===== config.mk =====
export PLATFORM = sky130hd
export DESIGN_NAME = omsp_spm_cmd_seq_flat
export DESIGN_NICKNAME = d
export VERILOG_FILES = /design/src/rtl/omsp_spm_cmd_seq_pkg.sv /design/src/rtl/omsp_spm_cmd_seq_if.sv /design/src/rtl/omsp_spm_cmd_seq.sv /design/src/flat_wrapper.sv
export SDC_FILE = /design/constraint.sdc
export NUM_CORES = 1
export LEC_CHECK = 0
export ABC_AREA = 0
export BUFFER_PORTS_ARGS = -buffer_cell sky130_fd_sc_hd__buf_2
export CAP_MARGIN = 20
export CORE_MARGIN = 1
export CORE_UTILIZATION = 55
export CTS_CLUSTER_SIZE = 20
export DETAILED_ROUTE_END_ITERATION = 10
export PLACE_DENSITY = 0.9
export SKIP_LAST_GASP = 1
export SLEW_MARGIN = 20
export SYNTH_ARGS = -nofsm -noshare
export SYNTH_HDL_FRONTEND = slang
export SYNTH_SLANG_ARGS = --single-unit

===== constraint.sdc =====
create_clock -name mclk -period 4.05 [get_ports mclk]
set_input_delay 0.405 -clock mclk [delete_from_list [all_inputs] [get_ports mclk]]
set_output_delay 0.405 -clock mclk [all_outputs]
set_load 0.03 [all_outputs]

===== src/rtl/omsp_spm_cmd_seq_pkg.sv =====
// Shared opcode/request encodings and helpers for the Sancus SPM command sequencer.
// Encodings track the core defines so the sequencer stays drop-in compatible.
package omsp_spm_cmd_seq_pkg;

  typedef enum logic [2:0] {
    SPM_OP_PROTECT    = 3'd0,
    SPM_OP_UNPROTECT  = 3'd1,
    SPM_OP_GET_ID     = 3'd2,
    SPM_OP_READ_FIELD = 3'd3
  } spm_op_e;

  typedef enum logic [2:0] {
    SPM_REQ_NONE      = 3'd0,
    SPM_REQ_ID        = 3'd1,
    SPM_REQ_PUB_START = 3'd2,
    SPM_REQ_PUB_END   = 3'd3,
    SPM_REQ_SEC_START = 3'd4,
    SPM_REQ_SEC_END   = 3'd5
  } spm_req_e;

  typedef struct packed {
    logic [2:0]  op;
    logic [15:0] arg;
    logic [2:0]  req;
  } spm_cmd_t;

  // Only READ_FIELD forwards the caller's field code; every other readback asks for the ID.
  function automatic logic [2:0] spm_req_for(input logic [2:0] op, input logic [2:0] field);
    logic [2:0] req;
    req = SPM_REQ_ID;
    if (op == SPM_OP_READ_FIELD) req = field;
    return req;
  endfunction

endpackage


===== src/rtl/omsp_spm_cmd_seq_if.sv =====
// EU command handshake plus omsp_spm_control sideband, seen from the sequencer.
// master = EU / spm control environment, slave = the sequencer.
interface omsp_spm_cmd_seq_if;

  logic        cmd_valid;
  logic [2:0]  cmd_op;
  logic [15:0] cmd_arg;
  logic [2:0]  cmd_field;
  logic        cmd_ready;
  logic        cmd_done;
  logic        cmd_ok;
  logic [15:0] cmd_result;
  logic        eu_stall;

  logic        update_spm;
  logic        enable_spm;
  logic [15:0] spm_select;
  logic [2:0]  data_request;
  logic        violation;
  logic        spm_select_valid;
  logic [15:0] requested_data;

  modport master (
    output cmd_valid, cmd_op, cmd_arg, cmd_field,
    output violation, spm_select_valid, requested_data,
    input  cmd_ready, cmd_done, cmd_ok, cmd_result, eu_stall,
    input  update_spm, enable_spm, spm_select, data_request
  );

  modport slave (
    input  cmd_valid, cmd_op, cmd_arg, cmd_field,
    input  violation, spm_select_valid, requested_data,
    output cmd_ready, cmd_done, cmd_ok, cmd_result, eu_stall,
    output update_spm, enable_spm, spm_select, data_request
  );

endinterface


===== src/rtl/omsp_spm_cmd_seq.sv =====
// Sancus SPM command sequencer: one command at a time from the EU to omsp_spm_control.
// state  | meaning
// IDLE   | ready for a command
// UPDATE | one-cycle update_spm pulse (protect/unprotect)
// CHECK  | sample violation from spm control
// READ   | hold select/request for READ_WAIT cycles, then sample readback
// DONE   | one-cycle result pulse
module omsp_spm_cmd_seq
  import omsp_spm_cmd_seq_pkg::*;
#(
  parameter int unsigned READ_WAIT = 1
) (
  input  logic                mclk,
  input  logic                puc_rst,
  omsp_spm_cmd_seq_if.slave   bus
);

  localparam logic [2:0] ST_IDLE   = 3'd0;
  localparam logic [2:0] ST_UPDATE = 3'd1;
  localparam logic [2:0] ST_CHECK  = 3'd2;
  localparam logic [2:0] ST_READ   = 3'd3;
  localparam logic [2:0] ST_DONE   = 3'd4;

  localparam logic [2:0] WAIT_LOAD = 3'(READ_WAIT - 1);

  logic [2:0]  state_q, state_d;
  logic [2:0]  wait_q, wait_d;
  spm_cmd_t    cmd_q, cmd_d;
  logic        ok_q, ok_d;
  logic [15:0] result_q, result_d;

  logic        ready_q, ready_d;
  logic        update_q, update_d;
  logic        enable_q, enable_d;
  logic        done_q, done_d;
  logic        busy_q, busy_d;
  logic [15:0] select_q, select_d;
  logic [2:0]  req_q, req_d;

  logic        accept;

  assign accept = bus.cmd_valid & ready_q;

  always_comb begin
    state_d  = state_q;
    wait_d   = wait_q;
    cmd_d    = cmd_q;
    ok_d     = ok_q;
    result_d = result_q;

    case (state_q)
      ST_IDLE: begin
        if (accept) begin
          cmd_d.op  = bus.cmd_op;
          cmd_d.arg = bus.cmd_arg;
          cmd_d.req = spm_req_for(bus.cmd_op, bus.cmd_field);
          case (bus.cmd_op)
            SPM_OP_PROTECT, SPM_OP_UNPROTECT: state_d = ST_UPDATE;
            SPM_OP_GET_ID, SPM_OP_READ_FIELD: begin
              state_d = ST_READ;
              wait_d  = WAIT_LOAD;
            end
            default: begin
              state_d  = ST_DONE;
              ok_d     = 1'b0;
              result_d = 16'h0000;
            end
          endcase
        end
      end

      ST_UPDATE: state_d = ST_CHECK;

      ST_CHECK: begin
        if (cmd_q.op == SPM_OP_PROTECT) begin
          if (bus.violation) begin
            state_d  = ST_DONE;
            ok_d     = 1'b0;
            result_d = 16'h0000;
          end else begin
            state_d = ST_READ;
            wait_d  = WAIT_LOAD;
          end
        end else begin
          state_d  = ST_DONE;
          ok_d     = 1'b1;
          result_d = 16'h0000;
        end
      end

      ST_READ: begin
        if (wait_q == 3'd0) begin
          state_d  = ST_DONE;
          ok_d     = bus.spm_select_valid;
          result_d = bus.spm_select_valid ? bus.requested_data : 16'h0000;
        end else begin
          wait_d = wait_q - 3'd1;
        end
      end

      ST_DONE: state_d = ST_IDLE;

      default: state_d = ST_IDLE;
    endcase
  end

  // Outputs are decoded from the next state so they register alongside it.
  always_comb begin
    ready_d  = (state_d == ST_IDLE);
    update_d = (state_d == ST_UPDATE);
    enable_d = ((state_d == ST_UPDATE) || (state_d == ST_CHECK)) &&
               (cmd_d.op == SPM_OP_PROTECT);
    done_d   = (state_d == ST_DONE);
    busy_d   = (state_d != ST_IDLE);
    select_d = (state_d == ST_READ) ? cmd_d.arg : 16'h0000;
    req_d    = (state_d == ST_READ) ? cmd_d.req : 3'd0;
  end

  always_ff @(posedge mclk or posedge puc_rst) begin
    if (puc_rst) begin
      state_q  <= ST_IDLE;
      wait_q   <= 3'd0;
      cmd_q    <= '0;
      ok_q     <= 1'b0;
      result_q <= 16'h0000;
      ready_q  <= 1'b1;
      update_q <= 1'b0;
      enable_q <= 1'b0;
      done_q   <= 1'b0;
      busy_q   <= 1'b0;
      select_q <= 16'h0000;
      req_q    <= 3'd0;
    end else begin
      state_q  <= state_d;
      wait_q   <= wait_d;
      cmd_q    <= cmd_d;
      ok_q     <= ok_d;
      result_q <= result_d;
      ready_q  <= ready_d;
      update_q <= update_d;
      enable_q <= enable_d;
      done_q   <= done_d;
      busy_q   <= busy_d;
      select_q <= select_d;
      req_q    <= req_d;
    end
  end

  assign bus.cmd_ready    = ready_q;
  assign bus.cmd_done     = done_q;
  assign bus.cmd_ok       = ok_q;
  assign bus.cmd_result   = result_q;
  // The EU must freeze in the very cycle it hands over a command, hence the accept term.
  assign bus.eu_stall     = busy_q | accept;
  assign bus.update_spm   = update_q;
  assign bus.enable_spm   = enable_q;
  assign bus.spm_select   = select_q;
  assign bus.data_request = req_q;

endmodule


===== src/flat_wrapper.sv =====
// flat-port wrapper written by rule: the top's interface ports become plain ports
module omsp_spm_cmd_seq_flat import omsp_spm_cmd_seq_pkg::*;
#(
  parameter int unsigned READ_WAIT = 1
)
  (mclk, puc_rst, bus_cmd_valid, bus_cmd_op, bus_cmd_arg, bus_cmd_field, bus_violation, bus_spm_select_valid, bus_requested_data, bus_cmd_ready, bus_cmd_done, bus_cmd_ok, bus_cmd_result, bus_eu_stall, bus_update_spm, bus_enable_spm, bus_spm_select, bus_data_request);
  omsp_spm_cmd_seq_if bus_i ();
  input  logic mclk;
  input  logic puc_rst;
  input wire logic [$bits(bus_i.cmd_valid)-1:0] bus_cmd_valid;
  input wire logic [$bits(bus_i.cmd_op)-1:0] bus_cmd_op;
  input wire logic [$bits(bus_i.cmd_arg)-1:0] bus_cmd_arg;
  input wire logic [$bits(bus_i.cmd_field)-1:0] bus_cmd_field;
  input wire logic [$bits(bus_i.violation)-1:0] bus_violation;
  input wire logic [$bits(bus_i.spm_select_valid)-1:0] bus_spm_select_valid;
  input wire logic [$bits(bus_i.requested_data)-1:0] bus_requested_data;
  output wire logic [$bits(bus_i.cmd_ready)-1:0] bus_cmd_ready;
  output wire logic [$bits(bus_i.cmd_done)-1:0] bus_cmd_done;
  output wire logic [$bits(bus_i.cmd_ok)-1:0] bus_cmd_ok;
  output wire logic [$bits(bus_i.cmd_result)-1:0] bus_cmd_result;
  output wire logic [$bits(bus_i.eu_stall)-1:0] bus_eu_stall;
  output wire logic [$bits(bus_i.update_spm)-1:0] bus_update_spm;
  output wire logic [$bits(bus_i.enable_spm)-1:0] bus_enable_spm;
  output wire logic [$bits(bus_i.spm_select)-1:0] bus_spm_select;
  output wire logic [$bits(bus_i.data_request)-1:0] bus_data_request;
  assign bus_i.cmd_valid = bus_cmd_valid;
  assign bus_i.cmd_op = bus_cmd_op;
  assign bus_i.cmd_arg = bus_cmd_arg;
  assign bus_i.cmd_field = bus_cmd_field;
  assign bus_i.violation = bus_violation;
  assign bus_i.spm_select_valid = bus_spm_select_valid;
  assign bus_i.requested_data = bus_requested_data;
  assign bus_cmd_ready = bus_i.cmd_ready;
  assign bus_cmd_done = bus_i.cmd_done;
  assign bus_cmd_ok = bus_i.cmd_ok;
  assign bus_cmd_result = bus_i.cmd_result;
  assign bus_eu_stall = bus_i.eu_stall;
  assign bus_update_spm = bus_i.update_spm;
  assign bus_enable_spm = bus_i.enable_spm;
  assign bus_spm_select = bus_i.spm_select;
  assign bus_data_request = bus_i.data_request;
  omsp_spm_cmd_seq #(.READ_WAIT(READ_WAIT)) u_core (.mclk(mclk), .puc_rst(puc_rst), .bus(bus_i));
endmodule

==> flow_summary.ini, run 1 <==
[synthesis]
yosys.area.top_type_share_pct = 60.74
avgSynthCellArea_um2 = 12.08
synth_area_mm2 = 0.002801
yosysTopAreaCell = dfrtp_1
syn-num-nets = 277
yosysWarnings = 0
synthDistinctLibCells = 36
ys_async_sr_fraction_pct = 100.0
postSynthCellCount = 232
ys.flop_type = dfrtp_1
yosysSeqAreaShare_pct = 61.68
synth_enable_flop_cells = 0
synthTopCellsByCount = dfrtp_1 (68), nand2_1 (32), inv_1 (21)
yosysMostFrequentCell = dfrtp_1
synth-seq-cells = 69
ys_top_cells_by_area = dfrtp_1 (61%), mux2_2 (6.8%), mux2i_1 (5.7%)

[clock_network]
cts_made_buffers = 9
clock-root-buffer = clkbuf_8
cts_setup_buffers = 0
cts.htree.levels = 3
clock-sinks = 69
tritoncts = yes
postCtsHoldBufs = 0
cts.clk_slew.worst_paths_ns = 0.07
cts_buffer_depth = 2
clock_latency_ns = 0.33
ctsResizeCount = 0

[pwr]
power_density_mw_per_mm2 = 611.2
p_leak_nw = 1.793
vdd_drop_max_uv = 314.2

[final_layout]
diodes = 0
drive_gt1_share_pct = 39.32
fin_nets = 363
synthToLayoutAreaGrowth_pct = 23.81

[detailed_routing]
first_pass_iters = 6
ant_nets = 0
vias_per_cell = 4.908
vias = 1914
finalWirelength_um = 5386
wl_per_cell_um = 13.81
drt_iter0_drc = 143
drc = 0

[die]
initial_core_util_pct = 58.16
rows = 25
core_mm2 = 0.004817
die_y_um = 73.37
die_area_mm2 = 0.005383
die_w_um = 73.37
io_pins = 84

[timing]
maxSlewViolCount = 0
max_freq_mhz = 364.7
setup_violations = 0
min_period_over_period_pct = 67.71
worst_slew_pin_slew_ns = 1.080
rsz0062_at_grt = false
finalCriticalPeriod_ns = 2.742
finalHoldViolCount = 0
relSlewSlack_pct = 27.70
finalSetupTns_ns = 0
setup_slack_ns = 1.308
skew_ns = 0.006877

[place]
gp_congestion = 0.7556
place_hpwl_um = 3731
portBuffers = 83
place_ws_ns = 1.332

[hold_path]
min_path_type = in2async

[job]
maxCapViolations = 0

[worst_setup_path]
cp_data_required_time_ns = 4.26
crit_path_max_fanout = 25
cp-start-kind = flip-flop
worst_path_max_delay_cell = o31a_1
crit_buf_inv = 0
critical_path.top_delay_family = simple AND/OR/NAND/NOR gates
arrival_ns = 2.95
critPathKind = reg2reg
slowest_delay_ns = 0.82
path_cells = nand3b_4 > or3_1 > o31a_1 > mux2_1
cp-end-kind = flip-flop

[global_route]
antenna_found_initial = 0
gr-usage-all-layers_pct = 21.77
grt_pass1_vias = 1885
grt_pass1_wl_um = 8645
grt-ovfl-total = 0
grt_start_max_net_pins = 40

[status]
outcome = complete, no violations
-- cell type report --
type | instances | area, um^2
flip-flops and latches | 69 | 1728
clock buffers | 11 | 141.4
well taps | 67 | 83.83
fillers | 356 | 1349
inverters | 21 | 78.83
repair buffers | 86 | 437.9
clock inverters | 5 | 50.05
multi-input cells | 131 | 948.4
-- registers in the layout (all words and copies together) (netlist names) --
signal,count
u_core.cmd_q,22
u_core.bus.cmd_result,16
u_core.bus.spm_select,16
u_core.bus.data_request,3
u_core.state_q,3
u_core.wait_q,3
u_core.bus.cmd_done,1
u_core.bus.cmd_ok,1
u_core.bus.cmd_ready,1
u_core.bus.enable_spm,1
u_core.bus.update_spm,1
u_core.busy_q,1
-- cell usage in the layout, fill, tap and decap left out, drive strengths merged --
| master | netlist | final |
|---|---|---|
| a221oi | 1 | 1 |
| nor4b | 3 | 3 |
| a21o | 2 | 2 |
| nor2b | 18 | 18 |
| nand4b | 1 | 1 |
| bufinv | 0 | 1 |
| nand3b | 2 | 2 |
| mux2i | 16 | 16 |
| clkbuf | 4 | 11 |
| and3b | 2 | 2 |
| inv | 21 | 21 |
| mux2 | 18 | 18 |
| dfrtp | 68 | 68 |
| a211o | 1 | 1 |
| o31a | 1 | 1 |
| nor3b | 1 | 1 |
| a21oi | 5 | 5 |
| nand2b | 1 | 1 |
| clkinv | 0 | 4 |
| ha | 2 | 2 |
| a21boi | 1 | 1 |
| nor2 | 6 | 6 |
| buf | 7 | 86 |
| nand2 | 32 | 32 |
| nor4 | 2 | 2 |
| or4b | 1 | 1 |
| dfstp | 1 | 1 |
| or4 | 1 | 1 |
| nand3 | 2 | 2 |
| a211oi | 1 | 1 |
| o21ai | 2 | 2 |
| and3 | 1 | 1 |
| a2bb2oi | 1 | 1 |
| or3 | 2 | 2 |
| nor3 | 5 | 5 |
-- power breakdown --
group / internal, mW / switching (mW) / total, mW
registers: 0.852 / 0.0809 / 0.933
clock network: 0.297 / 0.239 / 0.536
logic: 0.288 / 0.362 / 0.651
-- routing by layer --
metal | up-vias | wire length [um] | global-route usage, %
met5 | - | 0 | 0
met4 | 0 | 82 | 8.974
met3 | 8 | 226 | 4.527
met2 | 55 | 2745 | 36.52
met1 | 919 | 2332 | 27.70
li1 | 932 | - | -
-- cell families (layout without fill, tap and decap cells) --
group / Yosys count / count (layout) / synth area share [%]
buffers and inverters: 32 / 123 / 4.690
AOI/OAI and AO/OA: 15 / 15 / 4.198
adders and majority gates: 2 / 2 / 0.8931
muxes: 34 / 34 / 12.95
DFF: 69 / 69 / 61.68
and+or+nand+nor: 80 / 80 / 15.59
-- worst register-to-register path, delay by kind of cell, from the launching register on --
family          cells  cell delay (ns)
compound gates      1             0.82
simple gates        2             0.95
mux                 1             0.38
flops               1             0.47
-- final timing paths --
path	endpoint	slack, ns	startpoint	cells after the start
worst max-delay path	u_core.wait_q[1]	1.31	u_core.state_q[0]	4
worst min-delay path	u_core.bus.spm_select[1]	0.23	puc_rst	2
worst max register to register	u_core.wait_q[1]	1.31	u_core.state_q[0]	4
worst min register to register	u_core.cmd_q[2]	0.47	u_core.cmd_q[2]	2
max in group asynchronous	u_core.bus.update_spm	2.94	puc_rst	3
min in group mclk	u_core.bus.cmd_result[6]	0.31	bus_requested_data[6]	3
-- stage by stage --
| stage | cells | area, um^2 | hold WS, ns | utilization (%) | power [mW] |
|---|---|---|---|---|---|
| finish | 390 | 3468 | 0.2270 | 72.00 | 2.120 |
| global route | 390 | 3468 | 0.3015 | 72.00 | 2.224 |
| CTS | 390 | 3468 | 0.2538 | 72.00 | 2.133 |
| detailed placement | 374 | 3277 | 0.4536 | 68.03 | 1.592 |
| global placement | 374 | 3277 | 0.4488 | 68.03 | 1.550 |
| floorplan | 232 | 2801 | 0.4327 | - | 1.430 |
(Power assumes the default switching activity.)
==> run 2: changes to the inputs <==
--- a/config.mk
+++ b/config.mk
@@ -5,14 +5,14 @@
 export SDC_FILE = /design/constraint.sdc
 export NUM_CORES = 1
 export LEC_CHECK = 0
-export ABC_AREA = 0
+export ABC_AREA = 1
 export BUFFER_PORTS_ARGS = -buffer_cell sky130_fd_sc_hd__buf_2
 export CAP_MARGIN = 20
 export CORE_MARGIN = 1
-export CORE_UTILIZATION = 55
+export CORE_UTILIZATION = 51
 export CTS_CLUSTER_SIZE = 20
 export DETAILED_ROUTE_END_ITERATION = 10
-export PLACE_DENSITY = 0.9
+export PLACE_DENSITY = 0.85
 export SKIP_LAST_GASP = 1
 export SLEW_MARGIN = 20
 export SYNTH_ARGS = -nofsm -noshare
==> constraint.sdc (replaced) <==
create_clock -name mclk -period 2.65 [get_ports mclk]
set_input_delay 0.265 -clock mclk [delete_from_list [all_inputs] [get_ports mclk]]
set_output_delay 0.265 -clock mclk [all_outputs]
set_load 0.03 [all_outputs]
==> run 2 against run 1 <==
Against the previous run:
- cell area rose by 0.36%
- sequential power is 60% higher
- clock power up 54%
- combinational power grew 100%
- die area rose by 8.9%
- global-route usage about the same
==> flow_summary.ini, run 2 <==
[clock_network]
ctsResizeCount = 0
cts_made_buffers = 9
cts.clk_slew.worst_paths_ns = 0.07
clock_latency_ns = 0.33
clock-sinks = 69
cts_setup_buffers = 0
tritoncts = yes
clock-root-buffer = clkbuf_8
postCtsHoldBufs = 1
cts_buffer_depth = 2
cts.htree.levels = 3

[synthesis]
synth-compound-area-share_pct = 7.852
avgSynthCellArea_um2 = 9.615
yosysTopAreaCell = dfrtp_1
muxShareOfSynthArea_pct = 0
yosys.area.top_type_share_pct = 59.99
synthDistinctLibCells = 31
synth_xor_area_share_pct = 0.3088
synth-seq-cells = 69
syn-num-nets = 340
ys.flop_type = dfrtp_1
yosysWarnings = 0
synthAdderAreaFrac_pct = 0.8822
ys_async_sr_fraction_pct = 100.0
synth_area_mm2 = 0.002836
synth_top_family_by_area = simple AND/OR/NAND/NOR gates
synthTopCellsByCount = dfrtp_1 (68), nand2_1 (40), inv_1 (37)
yosysMostFrequentCell = dfrtp_1
synth_enable_flop_cells = 0
synth_simple_gate_area_share_pct = 21.39
ys_top_cells_by_area = dfrtp_1 (60%), nand2_1 (5.3%), o21ai_0 (5.1%)
postSynthCellCount = 295
yosysSeqAreaShare_pct = 60.92

[worst_setup_path]
cp-end-kind = flip-flop
cp-start-kind = flip-flop
crit_path_max_fanout = 26
slowest_delay_ns = 0.53
worst_path_max_delay_cell = dfstp_2
cp_data_required_time_ns = 2.92
critical_path.top_delay_family = simple AND/OR/NAND/NOR gates
critPathKind = reg2reg
cpMostUsedCell = nand2_1
crit_buf_inv = 2
arrival_ns = 2.32
path_cells = nand2_1 > inv_1 > nand3_4 > inv_2 > nand2_1 > nand3b_2 > o21ai_0 > nand2_1

[die]
io_pins = 84
rows = 26
die_area_mm2 = 0.005864
initial_core_util_pct = 54.16
die_w_um = 76.58
core_mm2 = 0.005238
die_y_um = 76.58

[timing]
worst_slew_pin_slew_ns = 0.5595
setup_violations = 0
finalHoldViolCount = 0
max_freq_mhz = 487.7
finalCriticalPeriod_ns = 2.051
finalSetupTns_ns = 0
min_period_over_period_pct = 77.38
relSlewSlack_pct = 62.65
rsz0062_at_grt = false
skew_ns = 0.007220
maxSlewViolCount = 0

[detailed_routing]
vias_per_cell = 4.843
vias = 2218
drt_iter0_drc = 127
first_pass_iters = 4
finalWirelength_um = 5591
wl_per_cell_um = 12.21
drc = 0
ant_nets = 0

[hold_path]
min_path_type = in2reg

[global_route]
gr-usage-all-layers_pct = 21.79
antenna_found_initial = 0
grt-ovfl-total = 0
grt_pass1_wl_um = 9949
grt_start_max_net_pins = 29
grt_pass1_vias = 2255

[final_layout]
utilization_pct = 66.46
synthToLayoutAreaGrowth_pct = 22.72
fill_cells = 420
drive_gt1_share_pct = 32.22
largest_reg_flops = 22
top_register = u_core.cmd_q
diodes = 0
layout_common_cells = buf_2 (83), dfrtp_1 (68), nand2_1 (40)
fin_nets = 428
layout_commonest_cell = buf_2

[pwr]
p_leak_nw = 2.008
power_density_mw_per_mm2 = 1044
vdd_drop_max_uv = 471.6

[place]
gp_congestion = 0.7954
portBuffers = 83
place_hpwl_um = 4049

[status]
outcome = complete, no violations

[job]
maxCapViolations = 0
run 2: cell count changes after synthesis, moves of 17 or more:
| cell | change |
|---|---|
| nor2b_1 | -18 |
| o21ai_0 | +27 |
| mux2_2 | -17 |
| nor2_1 | +25 |
| nand3_1 | +25 |
run 2: cells by family (layout without fill, tap and decap cells):
logic type      count (synthesis)  in the layout
fa+ha+maj                       2              2
buf+inv                        53            146
compound gates                 43             43
simple gates                  127            127
xor+xnor                        1              1
flops                          69             69
run 2: final timing paths:
path / startpoint / cells past startpoint / endpoint / slack (ns)
hold reg to reg: u_core.wait_q[1] / 2 / u_core.wait_q[1] / 0.49
setup / recovery: u_core.bus.cmd_ready / 8 / u_core.bus.cmd_ok / 0.60
setup reg to reg: u_core.bus.cmd_ready / 8 / u_core.bus.cmd_ok / 0.60
hold / removal: bus_requested_data[9] / 3 / u_core.bus.cmd_result[9] / 0.16
min in group asynchronous: puc_rst / 3 / u_core.bus.cmd_result[15] / 0.54
max in group asynchronous: puc_rst / 4 / u_core.cmd_q[9] / 1.39
run 2: cell type report:
cell class,count,area (um^2),area share (%)
Sequential cell,69,1728,49.64
Tap cell,70,87.58,2.516
Clock buffer,12,145.1,4.170
Timing Repair Buffer,87,447.9,12.87
Inverter,43,161.4,4.637
Clock inverter,4,47.55,1.366
Multi-Input combinational cell,173,863.3,24.80
run 2: power breakdown:
| group | total, mW | leakage (nW) | internal (mW) | switching (mW) |
|---|---|---|---|---|
| Combinational | 1.32 | 1.02 | 0.370 | 0.954 |
| Clock | 0.823 | 0.0964 | 0.458 | 0.365 |
| Sequential | 1.49 | 0.888 | 1.38 | 0.110 |
run 2: tightest hold or removal path: cells and delay by family:
family / cells / cell delay (ns)
buf+inv: 1 / 0.08
simple gates: 2 / 0.12
run 2: layer usage:
layer	track usage [%]	up-vias	share of wire, %
met5	0	-	0
met4	8.462	0	2.4
met3	6.946	15	5.5
met2	37.03	71	50
met1	25.66	1032	42
li1	-	1100	-
run 2: metrics by stage:
stage	hold slack (ns)	cell area (um^2)	total power [mW]	setup WS (ns)	std cells
2_1_floorplan	0.4095	2836	2.532	0.6468	295
3_3_place_gp	0.3506	3278	2.779	0.6729	441
3_5_place_dp	0.3658	3278	2.836	0.6100	441
4_1_cts	0.1371	3481	3.668	0.5931	458
5_1_grt	0.1479	3481	3.904	0.3097	458
6_report	0.1590	3481	3.633	0.5995	458
